### src/rtl/pkt_framer_gen.sv
// pkt_framer_gen: buffers a data stream and a length stream in two FIFOs and
// emits one framed packet per length entry, optionally led by a length header.
// A small cfg register port exposes control, status and statistics counters.
module pkt_framer_gen #(
   parameter int DATA_W     = 8,
   parameter int LEN_W      = 8,
   parameter int DATA_DEPTH = 16,
   parameter int LEN_DEPTH  = 4,
   parameter int ADDR_W     = 8,
   parameter int CFG_W      = 32
) (
   input  logic              CLK,
   input  logic              RST,
   input  logic [DATA_W-1:0] din_value,
   input  logic              din_en,
   output logic              din_rdy,
   input  logic [LEN_W-1:0]  len_value,
   input  logic              len_en,
   output logic              len_rdy,
   input  logic              dout_en,
   output logic [DATA_W-1:0] dout_value,
   output logic              dout_rdy,
   input  logic [ADDR_W-1:0] cfg_address,
   input  logic [CFG_W-1:0]  cfg_data_in,
   input  logic              cfg_op,
   input  logic              cfg_en,
   output logic [CFG_W-1:0]  cfg_data_out,
   output logic              cfg_rdy
);
   localparam int DP_W = $clog2(DATA_DEPTH);
   localparam int DC_W = $clog2(DATA_DEPTH + 1);
   localparam int LP_W = $clog2(LEN_DEPTH);
   localparam int LC_W = $clog2(LEN_DEPTH + 1);

   localparam logic [ADDR_W-1:0] A_CTRL   = ADDR_W'(0);
   localparam logic [ADDR_W-1:0] A_STATUS = ADDR_W'(1);
   localparam logic [ADDR_W-1:0] A_PKT    = ADDR_W'(2);
   localparam logic [ADDR_W-1:0] A_BYTE   = ADDR_W'(3);
   localparam logic [ADDR_W-1:0] A_ZERO   = ADDR_W'(4);

   typedef enum logic [1:0] {IDLE = 2'd0, HDR = 2'd1, BODY = 2'd2} state_t;

   state_t            state_q;
   logic              load_q;
   logic [LEN_W-1:0]  rem_q;
   logic              rdy_q;
   logic [1:0]        ctrl_q;
   logic [CFG_W-1:0]  pkt_cnt_q, byte_cnt_q, zero_cnt_q;

   logic [DATA_W-1:0] d_mem [DATA_DEPTH];
   logic [DP_W-1:0]   d_wr_q, d_rd_q;
   logic [DC_W-1:0]   d_cnt_q;
   logic [LEN_W-1:0]  l_mem [LEN_DEPTH];
   logic [LP_W-1:0]   l_wr_q, l_rd_q;
   logic [LC_W-1:0]   l_cnt_q;

   logic              d_push, d_pop, l_push, l_pop;
   logic              hdr_done, pkt_inc, zero_inc, cfg_wr;
   logic [CFG_W-1:0]  rd_data_d;
   logic              unused_cfg_bits;

   assign unused_cfg_bits = ^cfg_data_in[CFG_W-1:2];

   assign cfg_rdy  = rdy_q;
   assign din_rdy  = rdy_q & (d_cnt_q != DC_W'(DATA_DEPTH));
   assign len_rdy  = rdy_q & (l_cnt_q != LC_W'(LEN_DEPTH));
   assign d_push   = din_en & din_rdy;
   assign l_push   = len_en & len_rdy;
   assign d_pop    = (state_q == BODY) & dout_en & (d_cnt_q != '0);
   // A length entry is only taken while idle with no decision pending.
   assign l_pop    = (state_q == IDLE) & ~load_q & ctrl_q[0] & (l_cnt_q != '0);
   assign hdr_done = (state_q == HDR) & dout_en;
   assign pkt_inc  = (hdr_done & (rem_q == '0)) | (d_pop & (rem_q == LEN_W'(1)));
   assign zero_inc = (state_q == IDLE) & load_q & ~ctrl_q[1] & (rem_q == '0);
   assign cfg_wr   = cfg_en & cfg_op;

   // Ready flag: outputs stay quiet until the first edge after reset release.
   always_ff @(posedge CLK or posedge RST) begin
      if (RST) rdy_q <= 1'b0;
      else     rdy_q <= 1'b1;
   end

   // Data FIFO storage (no reset on payload).
   always_ff @(posedge CLK) begin
      if (d_push) d_mem[d_wr_q] <= din_value;
   end

   // Data FIFO pointers and occupancy.
   always_ff @(posedge CLK or posedge RST) begin
      if (RST) begin
         d_wr_q  <= '0;
         d_rd_q  <= '0;
         d_cnt_q <= '0;
      end else begin
         if (d_push) d_wr_q <= d_wr_q + DP_W'(1);
         if (d_pop)  d_rd_q <= d_rd_q + DP_W'(1);
         d_cnt_q <= d_cnt_q + DC_W'(d_push) - DC_W'(d_pop);
      end
   end

   // Length FIFO storage.
   always_ff @(posedge CLK) begin
      if (l_push) l_mem[l_wr_q] <= len_value;
   end

   // Length FIFO pointers and occupancy.
   always_ff @(posedge CLK or posedge RST) begin
      if (RST) begin
         l_wr_q  <= '0;
         l_rd_q  <= '0;
         l_cnt_q <= '0;
      end else begin
         if (l_push) l_wr_q <= l_wr_q + LP_W'(1);
         if (l_pop)  l_rd_q <= l_rd_q + LP_W'(1);
         l_cnt_q <= l_cnt_q + LC_W'(l_push) - LC_W'(l_pop);
      end
   end

   // Framing FSM: a popped length is held one cycle in IDLE (load_q) before
   // the header/body/zero decision, giving a two-edge len-to-output latency.
   always_ff @(posedge CLK or posedge RST) begin
      if (RST) begin
         state_q <= IDLE;
         load_q  <= 1'b0;
         rem_q   <= '0;
      end else begin
         case (state_q)
            IDLE: begin
               if (load_q) begin
                  load_q <= 1'b0;
                  if (ctrl_q[1])         state_q <= HDR;
                  else if (rem_q != '0)  state_q <= BODY;
               end else if (l_pop) begin
                  load_q <= 1'b1;
                  rem_q  <= l_mem[l_rd_q];
               end
            end
            HDR: begin
               if (dout_en) state_q <= (rem_q == '0) ? IDLE : BODY;
            end
            BODY: begin
               if (d_pop) begin
                  rem_q <= rem_q - LEN_W'(1);
                  if (rem_q == LEN_W'(1)) state_q <= IDLE;
               end
            end
            default: state_q <= IDLE;
         endcase
      end
   end

   // Control register and statistics counters; a write clears a counter and
   // takes priority over a coincident increment.
   always_ff @(posedge CLK or posedge RST) begin
      if (RST) begin
         ctrl_q     <= 2'b01;
         pkt_cnt_q  <= '0;
         byte_cnt_q <= '0;
         zero_cnt_q <= '0;
      end else begin
         if (cfg_wr && cfg_address == A_CTRL) ctrl_q <= cfg_data_in[1:0];
         if (cfg_wr && cfg_address == A_PKT)       pkt_cnt_q <= '0;
         else if (pkt_inc)                         pkt_cnt_q <= pkt_cnt_q + CFG_W'(1);
         if (cfg_wr && cfg_address == A_BYTE)      byte_cnt_q <= '0;
         else if (d_pop)                           byte_cnt_q <= byte_cnt_q + CFG_W'(1);
         if (cfg_wr && cfg_address == A_ZERO)      zero_cnt_q <= '0;
         else if (zero_inc)                        zero_cnt_q <= zero_cnt_q + CFG_W'(1);
      end
   end

   // Output word: header carries the length, body streams the data head.
   always_comb begin
      dout_rdy   = 1'b0;
      dout_value = '0;
      case (state_q)
         HDR: begin
            dout_rdy   = 1'b1;
            dout_value = DATA_W'(rem_q);
         end
         BODY: begin
            if (d_cnt_q != '0) begin
               dout_rdy   = 1'b1;
               dout_value = d_mem[d_rd_q];
            end
         end
         default: ;
      endcase
   end

   // Register read mux.
   always_comb begin
      rd_data_d = '0;
      case (cfg_address)
         A_CTRL:   rd_data_d[1:0] = ctrl_q;
         A_STATUS: begin
            rd_data_d[15:0]  = 16'(d_cnt_q);
            rd_data_d[23:16] = 8'(l_cnt_q);
            rd_data_d[25:24] = state_q;
         end
         A_PKT:    rd_data_d = pkt_cnt_q;
         A_BYTE:   rd_data_d = byte_cnt_q;
         A_ZERO:   rd_data_d = zero_cnt_q;
         default:  ;
      endcase
   end

   assign cfg_data_out = rdy_q ? rd_data_d : '0;

endmodule

### config.mk
export PLATFORM = sky130hd
export DESIGN_NAME = pkt_framer_gen
export DESIGN_NICKNAME = d
export VERILOG_FILES = /design/src/rtl/pkt_framer_gen.sv
export SDC_FILE = /design/constraint.sdc
export NUM_CORES = 1
export LEC_CHECK = 0
export CAP_MARGIN = 20
export CORE_AREA = 3 3 192 194
export CTS_BUF_LIST = sky130_fd_sc_hd__clkbuf_2
export DETAILED_ROUTE_END_ITERATION = 10
export DIE_AREA = 0 0 195 197
export SLEW_MARGIN = 20
export SYNTH_ARGS = -nofsm -noshare
export SYNTH_HDL_FRONTEND = slang
export SYNTH_SLANG_ARGS = --single-unit
### constraint.sdc
create_clock -name CLK -period 8.15 [get_ports CLK]
set_input_delay 1.2225 -clock CLK [delete_from_list [all_inputs] [get_ports CLK]]
set_output_delay 1.2225 -clock CLK [all_outputs]
set_load 0.01 [all_outputs]
* Word level (Yosys, flattened, before mapping) *
Memory sizes are Yosys's and may differ from the RTL's.
Cells that the tools add are included.

operators by class
  add/subtract/negate cells = 12
  multipliers = 0
  divide/modulo/power cells = 0
  magnitude comparators = 0
  equal/unequal tests = 16
  shifts and indexed selects = 0
  mux-type cells = 32
  bitwise logic cells = 19
  reductions and logical operators = 16

operators with widths
  kind                                                                   number
  32-bit two-way mux                                                     7
  32-bit by 1-bit adder with 32-bit output, second input constant        3
  24-bit case mux with 4 select lines                                    1
  8-bit two-way mux                                                      4
  8-bit case mux with 2 select lines                                     2
  6-bit case mux with 3 select lines                                     1
  1-bit bitwise AND                                                      16
  8-bit by 1-bit equality test with 1-bit output, second input constant  2
  8-bit by 2-bit equality test with 1-bit output, second input constant  2
  8-bit logical NOT                                                      2
  2-bit two-way mux                                                      7
  2-bit inequality test, second input constant                           5
  2-bit case mux with 5 select lines                                     1
  4-bit by 1-bit adder with 4-bit output, second input constant          2
  8-bit by 3-bit equality test with 1-bit output, second input constant  1
  2-bit nonzero test                                                     4
  8-bit nonzero test                                                     1
  8-bit by 1-bit subtractor with 8-bit output, second input constant     1
  1-bit two-way mux                                                      7
  2-bit case mux with 3 select lines                                     1
  5-bit by 1-bit adder with 5-bit output                                 1
  5-bit inequality test, second input constant                           1
  5-bit AND reduction                                                    1
  5-bit nonzero test                                                     1
  other kinds (16)                                                       21

storage, ports and cells
  bits in registers = 130
  latch bits = 0
  memory bits (writable) = 160
  memory bits (read-only) = 0
  word-level logic and storage cells = 111
  memories = 2

memory list
  name   words  width  rd ports  clocked after Yosys merged registers in  write ports  line  RTL
  d_mem  16     8      1         0                                        1            50    logic [DATA_W-1:0] d_mem [DATA_DEPTH];
  l_mem  4      8      1         0                                        1            53    logic [LEN_W-1:0] l_mem [LEN_DEPTH];

* Depth between registers and ports, before layout *
  depth after elaboration = 7
  depth in mapped cells = 16
  depth with buffers taken out = 14

* Worst setup path before layout *
No wires, ideal clock.

  kind = in2out
  from = input port cfg_address[5]
  to = output port cfg_data_out[25]
  arrival = 2.857 ns
  required time = 6.928 ns
  setup slack = 4.070 ns
  stages = 6
  cell sequence = or4_1 > clkbuf_1 > or3b_2 > clkbuf_1 > o22a_1 > nor2_1

on the way
  cells in the longest elaborated chain, start to end = 3

ends and longest elaborated chain
  element                                                                       line  RTL
  start: declaration                                                            23    input logic [ADDR_W-1:0] cfg_address,
  8-bit by 3-bit equality test with 1-bit output, or another cell as far along  193   case (cfg_address)
  24-bit case mux with 4 select lines (*)                                       193
  32-bit two-way mux (*)                                                        207   assign cfg_data_out = rdy_q ? rd_data_d : '0;
  end: declaration                                                              27    output logic [CFG_W-1:0] cfg_data_out,

Every way passes the cells marked *; elsewhere a longest branch is shown, timed or not.

* Final worst setup path *
  from = input port cfg_address[1]
  to = output port cfg_data_out[7]

Same word-level chain as after synthesis.

==> out/results.env <==
RUN_STATUS='finished clean'
SYNTH_AREA_LEADER_CELL='edfxtp_1'
DESIGN.FINAL.NETS=1356
WORST_R2R_PATH_DEPTH=14
MIN_DELAY_PATH_DEPTH=2
POSTROUTEWIRELENGTH_UM=35150
HPWLAFTERDP_UM=23560
ASYNCSETRESETFLOPFRACSYNTH=0.4483
CRITICAL_PATH_CLASS='in2out'
DIE_X_UM=195
NETLIST_TOP_CELLS_COUNT='160 x edfxtp_1, 129 x dfrtp_1, 120 x nor2_1'
POST_SYNTH_NUM_CELL_TYPES=64
FIN_SKEW_PS=65.91
CRITICAL-PATH-SLOWEST-CELL='and2_1'
WORST_SETUP_HOLD_PATH_CLK_SLEW_PS=90
POSTCTSSETUPBUFFERS=0
PIN_COUNT=107
GRT_PASS1_VIAS=9805
WORST_SKEW_PAIR.LATE_LATENCY_PS=940
DRV_CAP=0
GPL_WTD_CONG=0.8358
BUFFER_PORTS.INSERTED=76
VIOLATION_COUNT_AFTER_THE_FIRST_DETAILED_ROUTING_ITERATION=594
YS_SEQ_ELEMENTS=290
TRITONCTS='yes'
ROUTE.DETAILED.DRC=0
POST-ROUTE-CELL-AREA_MM2=0.01603
ANTENNA_LEFT=0
SETUP.WORST_PATH.START='cfg_address[1]'
CTS_HTREE_LEVELS=3
FLOORPLAN.ROWS=69
AVGSYNTHCELLAREA_UM2=12.16
WORSTREG2REGSTART='d_cnt_q[2]'
CLASSIFICATION_OF_THE_WORST_SLACK_HOLD_PATH='reg2reg'
TNS_PS=0
LAYOUT_WORST_PATH_CYCLE_SHARE=0.6519
CLOCKBUFFERDEPTH=3
WORST-PATH-MAX-FANOUT=24
TIMING.FINAL.MAX_SLEW_VIOLATIONS=0
FIRST_PASS_ITERS=5
POST-LAYOUT-TOTAL-POWER_mW=3.991
STATIC-LEAKAGE-POWER_nW=6.006
P_PER_AREA_mW_PER_MM2=249.0
DOMINANT_DELAY_CONTRIBUTOR_BY_CELL_FAMILY_ON_THE_CRITICAL_PATH='simple AND/OR/NAND/NOR gates'
SYNTH_FF_TYPE='edfxtp_1'
GLOBALROUTETOTALUTIL=0.1857
CRIT_PATH_START_KIND='input port'
START_UTIL=0.3977
DIEAREA_MM2=0.03842
NETLIST.AREA_LEADER.SHARE=0.3413
MAXIMUM_NUMBER_OF_PINS_ON_ONE_NET_BEFORE_GLOBAL_ROUTE_REPAIR=67
HOLD_CRIT_START='byte_cnt_q[31]'
CHIPHEIGHT_UM=197
WORST_EP_REQUIRED_TIME_PS=6930
WORST_SLEW_MARGIN_REL=0.2591
SYNTH_NETS=1249
WORST_PATH_MOST_REPEATED_CELL='clkdlybuf4s50_1'
UTILIZATION=0.4529
NETLIST_AREA_MM2=0.01408
POST-ROUTE-WORST-SETUP-SLACK_PS=2837
TIMING.CRITICAL_PATH.BUF_INV=2
CRITICAL_PATH_ARRIVAL_PS=4090
CRITICAL_PATH.REG2REG.ENDPOINT='d_cnt_q[4]'
YOSYSSEQAREASHARE=0.5724
GLOBALROUTE.TOTALOVERFLOW=0
FINALSETUPVIOLATIONS=0
FMAX_GHz=0.1882
CP_SLOWEST_STAGE_DELAY_PS=810
ROUTE.DETAILED.VIAS_PER_INST=5.494
CTS_RESIZED=0
COUNT_OF_HOLD_BUFFERS_INSERTED_BY_POST_CTS_REPAIR=0
FLOW.AREA_GROWTH_FROM_SYNTHESIS_PCT=13.86
WORST_SLEW_PIN_SLEW_PS=1111
POST-SYNTH-TOP-COUNT-CELL='edfxtp_1'
ANTENNA_FOUND_INITIAL=2
HOLDPATHEND='byte_cnt_q[31]'
WORST_HOLD_SLACK_PS=548.0
POSTPLACECELLAREA_MM2=0.01528
SYNTH-WARNING-COUNT=0
WORST_IR_DROP_VDD_mV=0.1656
CTSROOTBUFFERMASTER='clkbuf_2'
LAYOUTNONFILLERINSTCOUNT=1791
GRT_PASS1_WL_UM=55580
HOLD_VIOL_FINAL=0
RSZ_0062_RAISED_AFTER_GLOBAL_ROUTING='no'
CLOCK_SINKS=290
SYNTH_ENABLE_FLOP_CELLS=160
SYNTH_AREA_LEADERS='edfxtp_1 34%, dfrtp_1 23%, mux4_2 6.4%'
DP.CELLS=1644
WL_CELL_UM=19.62
POST-ROUTE-MIN-PERIOD_PS=5313
R2R_SETUP_SLACK_PS=4790
NUMBER_OF_CTS_INSERTED_BUFFERS=80
PRE_CTS_WS_PS=2880
NUM_VIAS=9840
SYN-INSTANCE-COUNT=1158
DRIVE_ABOVE_1_SHARE=0.1536
FLOORPLAN.CORE_AREA_MM2=0.03540
CRITICAL_PATH_CELL_BY_CELL='clkdlybuf4s50_1 -> nor2b_1 -> and2_1 -> a22o_1 -> a22oi_1 -> nor2_1 -> clkdlybuf4s50_1'
CP-END-KIND='output port'
[registers in the layout (all words and copies together), names as in the netlist, 3 cells and up]
register,flops
d_cnt_q,5
zero_cnt_q,32
pkt_cnt_q,32
rem_q,8
l_cnt_q,3
d_mem,128
byte_cnt_q,32
d_rd_q,4
l_mem,32
d_wr_q,4
[cell usage in the layout, fill, tap and decap left out, types with 34 or more instances in the layout]
cell	synthesis	final
clkdlybuf4s50_1	0	76
nand3_1	39	39
dfrtp_1	129	127
nor2_1	120	119
nand2_1	68	68
mux2i_1	34	34
clkbuf_2	0	117
a21oi_1	35	35
mux4_2	40	40
edfxtp_1	160	160
xnor2_1	43	43
[layer usage]
metal,routed length [um],vias up,GRT usage
met5,0,-,0
met4,895,0,0.06839
met3,2003,63,0.04137
met2,16240,284,0.2877
met1,16010,4875,0.2588
li1,-,4618,-
[area by class of cell]
| cell class | count | area [um^2] |
|---|---|---|
| timing repair buffer | 90 | 865.8 |
| inverter | 35 | 136.4 |
| antenna | 2 | 5.005 |
| tap | 461 | 576.8 |
| clock buffer | 117 | 585.6 |
| sequential | 290 | 8061 |
| clock inverter | 28 | 156.4 |
| multi-input combinational | 768 | 5643 |
| fill | 3347 | 19370 |
[power breakdown]
part           internal, mW  switching [mW]
logic                 0.493           0.529
registers              1.69           0.219
clock network         0.423           0.636
[worst max path at each step]
stage	endpoint	slack, ps	cells past startpoint
after floorplan	byte_cnt_q[0]	3460	1
after global placement	cfg_data_out[7]	2900	7
after detailed placement	cfg_data_out[7]	2880	7
after CTS	cfg_data_out[7]	2880	7
after global routing	cfg_data_out[7]	2680	7
final	cfg_data_out[7]	2840	7
[cell families after synthesis]
| family | after synthesis | synth area share |
|---|---|---|
| AOI/OAI and AO/OA | 172 | 0.08354 |
| xor gates and xnor gates | 74 | 0.04604 |
| adders and majority gates | 28 | 0.02595 |
| buffers and inverters | 100 | 0.02826 |
| DFF | 290 | 0.5724 |
| muxes | 77 | 0.09056 |
| other | 1 | 0.0002664 |
| and+or+nand+nor | 416 | 0.1530 |
[worst min-delay path: cells and delay by family (launching register included)]
family	cells	cell delay (ps)
DFF	1	370
and+or+nand+nor	1	70
xor gates and xnor gates	1	70
Note: power is estimated with default switching activity, not from simulation.
